[src/rtl/pipe_mem_wb_if.sv]
// MEM/WB boundary bundle: MEM-stage instruction fields in, WB-stage register
// file controls and the upstream stall request out.
interface pipe_mem_wb_if #(
  parameter int DATA_W = 32,
  parameter int REG_AW = 5
);
  logic              mvalid;
  logic              mwreg;
  logic              mm2reg;
  logic [REG_AW-1:0] mrn;
  logic [DATA_W-1:0] malu;
  logic [DATA_W-1:0] mmo;
  logic              flush;

  logic              mem_busy;
  logic              wvalid;
  logic              wwreg;
  logic              wm2reg;
  logic [REG_AW-1:0] wrn;
  logic [DATA_W-1:0] walu;
  logic [DATA_W-1:0] wmo;
  logic [DATA_W-1:0] wdi;

  // Upstream (MEM stage) side.
  modport master (
    output mvalid, mwreg, mm2reg, mrn, malu, mmo, flush,
    input  mem_busy, wvalid, wwreg, wm2reg, wrn, walu, wmo, wdi
  );

  // Pipeline-register side.
  modport slave (
    input  mvalid, mwreg, mm2reg, mrn, malu, mmo, flush,
    output mem_busy, wvalid, wwreg, wm2reg, wrn, walu, wmo, wdi
  );
endinterface

[src/rtl/pipe_mem_wb.sv]
// MEM/WB pipeline register. Single-cycle capture for ALU ops; loads wait in a
// small FSM for LOAD_LAT cycles of memory latency while stalling upstream.
module pipe_mem_wb #(
  parameter int DATA_W   = 32,
  parameter int REG_AW   = 5,
  parameter int LOAD_LAT = 1
) (
  input  logic        clock,
  input  logic        reset,
  pipe_mem_wb_if.slave bus
);

  localparam int  CNT_W   = (LOAD_LAT > 1) ? $clog2(LOAD_LAT + 1) : 1;
  localparam bit  HAS_LAT = (LOAD_LAT > 0);
  localparam logic [CNT_W-1:0] CNT_INIT = CNT_W'(LOAD_LAT);
  localparam logic [CNT_W-1:0] CNT_ONE  = CNT_W'(1);

  typedef enum logic {S_IDLE, S_WAIT} state_t;
  typedef enum logic [1:0] {WB_BUBBLE, WB_DIRECT, WB_HOLD} wb_sel_t;

  state_t            state, state_next;
  logic [CNT_W-1:0]  cnt, cnt_next;
  wb_sel_t           wb_sel;
  logic              hold_load;
  logic              busy_raw;

  logic              hold_wreg;
  logic [REG_AW-1:0] hold_rn;
  logic [DATA_W-1:0] hold_alu;

  logic              wvalid_q, wwreg_q, wm2reg_q;
  logic [REG_AW-1:0] wrn_q;
  logic [DATA_W-1:0] walu_q, wmo_q;

  // NOTE: state registers use non-blocking assignments so every flop samples
  // the values from before the edge, independent of block ordering.
  always_ff @(posedge clock) begin
    if (reset) begin
      state <= S_IDLE;
      cnt   <= '0;
    end else begin
      state <= state_next;
      cnt   <= cnt_next;
    end
  end

  // NOTE: every output of this block gets a default first so no path through
  // the case statement leaves a signal unassigned (which would infer a latch).
  always_comb begin
    state_next = state;
    cnt_next   = cnt;
    wb_sel     = WB_BUBBLE;
    hold_load  = 1'b0;
    busy_raw   = 1'b0;
    unique case (state)
      S_IDLE: begin
        if (!bus.flush && bus.mvalid) begin
          if (bus.mm2reg && HAS_LAT) begin
            state_next = S_WAIT;
            cnt_next   = CNT_INIT;
            hold_load  = 1'b1;
            busy_raw   = 1'b1;
          end else begin
            wb_sel = WB_DIRECT;
          end
        end
      end
      S_WAIT: begin
        busy_raw = 1'b1;
        if (bus.flush) begin
          state_next = S_IDLE;
          cnt_next   = '0;
        end else if (cnt == CNT_ONE) begin
          wb_sel     = WB_HOLD;
          state_next = S_IDLE;
          cnt_next   = '0;
        end else begin
          cnt_next = cnt - CNT_ONE;
        end
      end
      default: state_next = S_IDLE;
    endcase
  end

  // Hold registers keep the load's destination while mmo is outstanding.
  always_ff @(posedge clock) begin
    if (reset) begin
      hold_wreg <= 1'b0;
      hold_rn   <= '0;
      hold_alu  <= '0;
    end else if (hold_load) begin
      hold_wreg <= bus.mwreg;
      hold_rn   <= bus.mrn;
      hold_alu  <= bus.malu;
    end
  end

  always_ff @(posedge clock) begin
    if (reset) begin
      wvalid_q <= 1'b0;
      wwreg_q  <= 1'b0;
      wm2reg_q <= 1'b0;
      wrn_q    <= '0;
      walu_q   <= '0;
      wmo_q    <= '0;
    end else begin
      unique case (wb_sel)
        WB_DIRECT: begin
          wvalid_q <= 1'b1;
          wwreg_q  <= bus.mwreg && (bus.mrn != '0);
          wm2reg_q <= bus.mm2reg;
          wrn_q    <= bus.mrn;
          walu_q   <= bus.malu;
          wmo_q    <= bus.mmo;
        end
        WB_HOLD: begin
          wvalid_q <= 1'b1;
          wwreg_q  <= hold_wreg && (hold_rn != '0);
          wm2reg_q <= 1'b1;
          wrn_q    <= hold_rn;
          walu_q   <= hold_alu;
          wmo_q    <= bus.mmo;
        end
        default: begin
          // Bubble: data fields keep their last value, controls are cleared.
          wvalid_q <= 1'b0;
          wwreg_q  <= 1'b0;
          wm2reg_q <= 1'b0;
        end
      endcase
    end
  end

  // Reset masks the stall so upstream is never held by stale inputs.
  assign bus.mem_busy = busy_raw && !reset;
  assign bus.wvalid   = wvalid_q;
  assign bus.wwreg    = wwreg_q;
  assign bus.wm2reg   = wm2reg_q;
  assign bus.wrn      = wrn_q;
  assign bus.walu     = walu_q;
  assign bus.wmo      = wmo_q;
  assign bus.wdi      = wm2reg_q ? wmo_q : walu_q;

endmodule

[src/flat_wrapper.sv]
// flat-port wrapper written by rule: the top's interface ports become plain ports
module pipe_mem_wb_flat 
#(
  parameter int DATA_W   = 32,
  parameter int REG_AW   = 5,
  parameter int LOAD_LAT = 1
)
  (clock, reset, bus_mvalid, bus_mwreg, bus_mm2reg, bus_mrn, bus_malu, bus_mmo, bus_flush, bus_mem_busy, bus_wvalid, bus_wwreg, bus_wm2reg, bus_wrn, bus_walu, bus_wmo, bus_wdi);
  pipe_mem_wb_if #(.DATA_W(DATA_W), .REG_AW(REG_AW)) bus_i ();
  input  logic clock;
  input  logic reset;
  input wire logic [$bits(bus_i.mvalid)-1:0] bus_mvalid;
  input wire logic [$bits(bus_i.mwreg)-1:0] bus_mwreg;
  input wire logic [$bits(bus_i.mm2reg)-1:0] bus_mm2reg;
  input wire logic [$bits(bus_i.mrn)-1:0] bus_mrn;
  input wire logic [$bits(bus_i.malu)-1:0] bus_malu;
  input wire logic [$bits(bus_i.mmo)-1:0] bus_mmo;
  input wire logic [$bits(bus_i.flush)-1:0] bus_flush;
  output wire logic [$bits(bus_i.mem_busy)-1:0] bus_mem_busy;
  output wire logic [$bits(bus_i.wvalid)-1:0] bus_wvalid;
  output wire logic [$bits(bus_i.wwreg)-1:0] bus_wwreg;
  output wire logic [$bits(bus_i.wm2reg)-1:0] bus_wm2reg;
  output wire logic [$bits(bus_i.wrn)-1:0] bus_wrn;
  output wire logic [$bits(bus_i.walu)-1:0] bus_walu;
  output wire logic [$bits(bus_i.wmo)-1:0] bus_wmo;
  output wire logic [$bits(bus_i.wdi)-1:0] bus_wdi;
  assign bus_i.mvalid = bus_mvalid;
  assign bus_i.mwreg = bus_mwreg;
  assign bus_i.mm2reg = bus_mm2reg;
  assign bus_i.mrn = bus_mrn;
  assign bus_i.malu = bus_malu;
  assign bus_i.mmo = bus_mmo;
  assign bus_i.flush = bus_flush;
  assign bus_mem_busy = bus_i.mem_busy;
  assign bus_wvalid = bus_i.wvalid;
  assign bus_wwreg = bus_i.wwreg;
  assign bus_wm2reg = bus_i.wm2reg;
  assign bus_wrn = bus_i.wrn;
  assign bus_walu = bus_i.walu;
  assign bus_wmo = bus_i.wmo;
  assign bus_wdi = bus_i.wdi;
  pipe_mem_wb #(.DATA_W(DATA_W), .REG_AW(REG_AW), .LOAD_LAT(LOAD_LAT)) u_core (.clock(clock), .reset(reset), .bus(bus_i));
endmodule
[config.mk]
export PLATFORM = sky130hd
export DESIGN_NAME = pipe_mem_wb_flat
export DESIGN_NICKNAME = d
export VERILOG_FILES = /design/src/rtl/pipe_mem_wb_if.sv /design/src/rtl/pipe_mem_wb.sv /design/src/flat_wrapper.sv
export SDC_FILE = /design/constraint.sdc
export NUM_CORES = 1
export LEC_CHECK = 0
export ABC_AREA = 1
export BUFFER_PORTS_ARGS = -buffer_cell sky130_fd_sc_hd__buf_2
export CAP_MARGIN = 20
export CORE_UTILIZATION = 35
export CTS_CLUSTER_DIAMETER = 30
export DETAILED_ROUTE_END_ITERATION = 16
export MAX_ROUTING_LAYER = met4
export PLACE_DENSITY = 0.66
export SYNTH_ARGS = -nofsm -noshare
export SYNTH_HDL_FRONTEND = slang
export SYNTH_SLANG_ARGS = --single-unit
[constraint.sdc]
create_clock -name clock -period 1.53 [get_ports clock]
set_input_delay 0 -clock clock [delete_from_list [all_inputs] [get_ports clock]]
set_output_delay 0 -clock clock [all_outputs]
set_load 0.02 [all_outputs]
==> run metrics <==
routed vias roughly 5.1k; total power 6.55 mW; main combinational cell family by area after synthesis simple AND/OR/NAND/NOR gates; CTS sink cnt about 110; crit path DAT 1.45 ns; Slew Limit Fails 0; Area growth, synth to finish 42.0%; Post-Syn Nets 740; worst reg2reg path depth 5; power share of the clock group 0.368; CTS tree yes; multi-input logic area 2370 µm²; Hold Path Class primary input to flip-flop; pin count of the biggest net entering global routing 41; Die Y about 120 µm; VDD IR max around 0.54 mV; core area 13800 µm²; startpoint types flip-flop; Ports 180; required time worst endpoint between 1.5 and 2 ns; Pre-antenna DRT Iters 4; slowest cell delay on critical path 0.36 ns; met3 usage 0.0335; XOR/XNOR share of the synthesized area 0; grt met1 use 0.295; register area share after synthesis 0.454; TritonCTS buffer count 9; Detailed Route WL ~15000 µm; global-route wire length before repair 24200 µm; Initial Util 0.357; Setup WS pre-CTS 0.144 ns; final worst-path setup slack around 0.080 ns; Max Clk Rate 690 MHz; Critical Path, Cell by Cell buf_12, mux2_2, buf_2; number of port buffers 179; cell area after synthesis 4940 µm²; H-tree depth 3; vias per cell ~4.8; # diodes 0; Comb pwr share 0.151; GRT Util Overall 0.217; CP endpoint kind primary output; cell row count 43; Internal Power around 4.8 mW; minimum clock period 1.45 ns; Seq. cell area 2240 µm²; nets 971; GRT busiest layer met2; ANT nets after route 0; Ys Warns 0; commonest non-fill, non-tap cell in the layout buf_2; multiplexer share of the synthesized area 0.0729; setup TNS 0 ns; Die Width 121 µm; CTS max path bufs 2; Reg-to-Reg Start u_core.state$_SDFF_PP0_; Worst Tran Pin Value approximately 0.67 ns; adder and majority gate portion of the synthesized area 0; Simple-Gate Fraction of Synth Area 0.311; Worst Hold Launch bus_mm2reg; Setup Crit Path Kind flip-flop to primary output; Worst Path Max Fanout 33; Leakage Power 3.46 nW; CP max-delay cell dfxtp_1; Setup violations, final 0; Cell variety after synth 22; Power per Cell Area around 930 nW/µm²; Sw Pwr between 1.5 and 2 mW; # DRC 0; Flop pwr share 0.480; initial drt markers 360; part of the cycle the worst path needs 0.948; syn_area_per_cell ~7.4 µm²; complex-gate fraction of the synthesized area 0.0952; Reg2Reg Setup Slack 0.18 ns; die area 14600 µm²; Slew HR 0.553; Clock Skew about 0.0094 ns; endpoints failing hold 0; vias in the first global route between 4k and 5k; hold path depth 4; drt wl/cell roughly 14 µm; crit path launch u_core.bus.wm2reg$_SDFF_PP0_; Reg clk slew, reported paths 0.07 ns; RSZ-0062 raised after global routing no; clk_lat worst skew 0.34 ns; gpl congestion 0.826; Mapped Cells 665; Seq cells post-synth 112; most frequent cells in the layout buf_2, nor2_1, nand2_1; outcome completed; initial antenna violation count 0; Max Cap Viol 0; switching part of the total power 0.262; global route total overflow 0; layout cell share with drive strength beyond 1 0.283; met2 Resource Use GR 0.337; Detailed Place HPWL 10700 µm; fill count 1342; cell chosen for the clock root clkbuf_16
-- kinds of logic after synthesis --
| family | Yosys count |
|---|---|
| AND/OR/NAND/NOR | 359 |
| AO/OA/AOI/OAI | 94 |
| flip-flops | 112 |
| buffers and inverters | 68 |
| multiplexers | 32 |
-- state kept, by name, summed over array words and instances (netlist names) --
name	cells
u_core.bus.walu	32
u_core.bus.wm2reg	1
u_core.bus.wmo	32
u_core.bus.wrn	5
u_core.bus.wvalid	1
u_core.bus.wwreg	1
u_core.cnt	1
u_core.hold_alu	32
u_core.hold_rn	5
u_core.hold_wreg	1
u_core.state	1
-- cell usage after synthesis, drive strengths merged --
cell,number,area share
o21ai,70,0.071
a21oi,24,0.024
inv,15,0.011
nand3,63,0.067
buf,35,0.042
clkbuf,18,0.014
nor3,2,0.0020
nand4,23,0.029
nand2,120,0.094
mux2,32,0.073
dfxtp,112,0.45
nor2,151,0.12
-- worst max-delay path, delay by kind of cell (launching register included) --
family	cells	cell delay, ns
flip-flops	1	0.36
buffers and inverters	2	0.38
multiplexers	1	0.36
-- power by group through the flow --
stage	combinational (mW)	sequential, mW	clock, mW
finish	0.992	3.15	2.41
global route	1.09	3.16	2.60
CTS	0.991	3.15	2.47
detailed placement	0.848	3.21	0
global placement	0.836	3.21	0
floorplan	0.428	3.28	0
-- per-layer routing --
layer,part of all wire,up-vias
met5,0,-
met4,0.0074,0
met3,0.053,6
met2,0.45,146
met1,0.49,2338
li1,-,2657
-- cell type report --
type,instances,area share
clock inverter,5,0.00785
timing repair buffer,273,0.259
multi-input combinational,485,0.337
clock buffer,11,0.0360
sequential,112,0.320
tap,180,0.0321
inverter,15,0.00802
-- stage by stage --
stage	util	hold slack, ns	instance area (µm²)	cells
2_1_floorplan	-	0.135	4940	665
3_3_place_gp	0.434	0.222	6000	994
3_5_place_dp	0.434	0.228	6000	994
4_1_cts	0.507	0.0670	7020	1081
5_1_grt	0.507	0.104	7020	1081
6_report	0.507	0.0802	7020	1081
-- timing repair --
action,CTS,global route
hold buffers,71,0
hold endpoints to repair,82,0
setup endpoints to repair,1,0
buffers inserted,0,0
resized for setup,1,0
-- final timing paths --
check,end
max,bus_wdi[23]
min reg2reg,u_core.bus.walu[19]$_SDFFE_PP0P_
max reg2reg,u_core.hold_alu[9]$_SDFFE_PP0P_
min,u_core.cnt$_SDFFE_PP0P_
(Power assumes the default switching activity.)
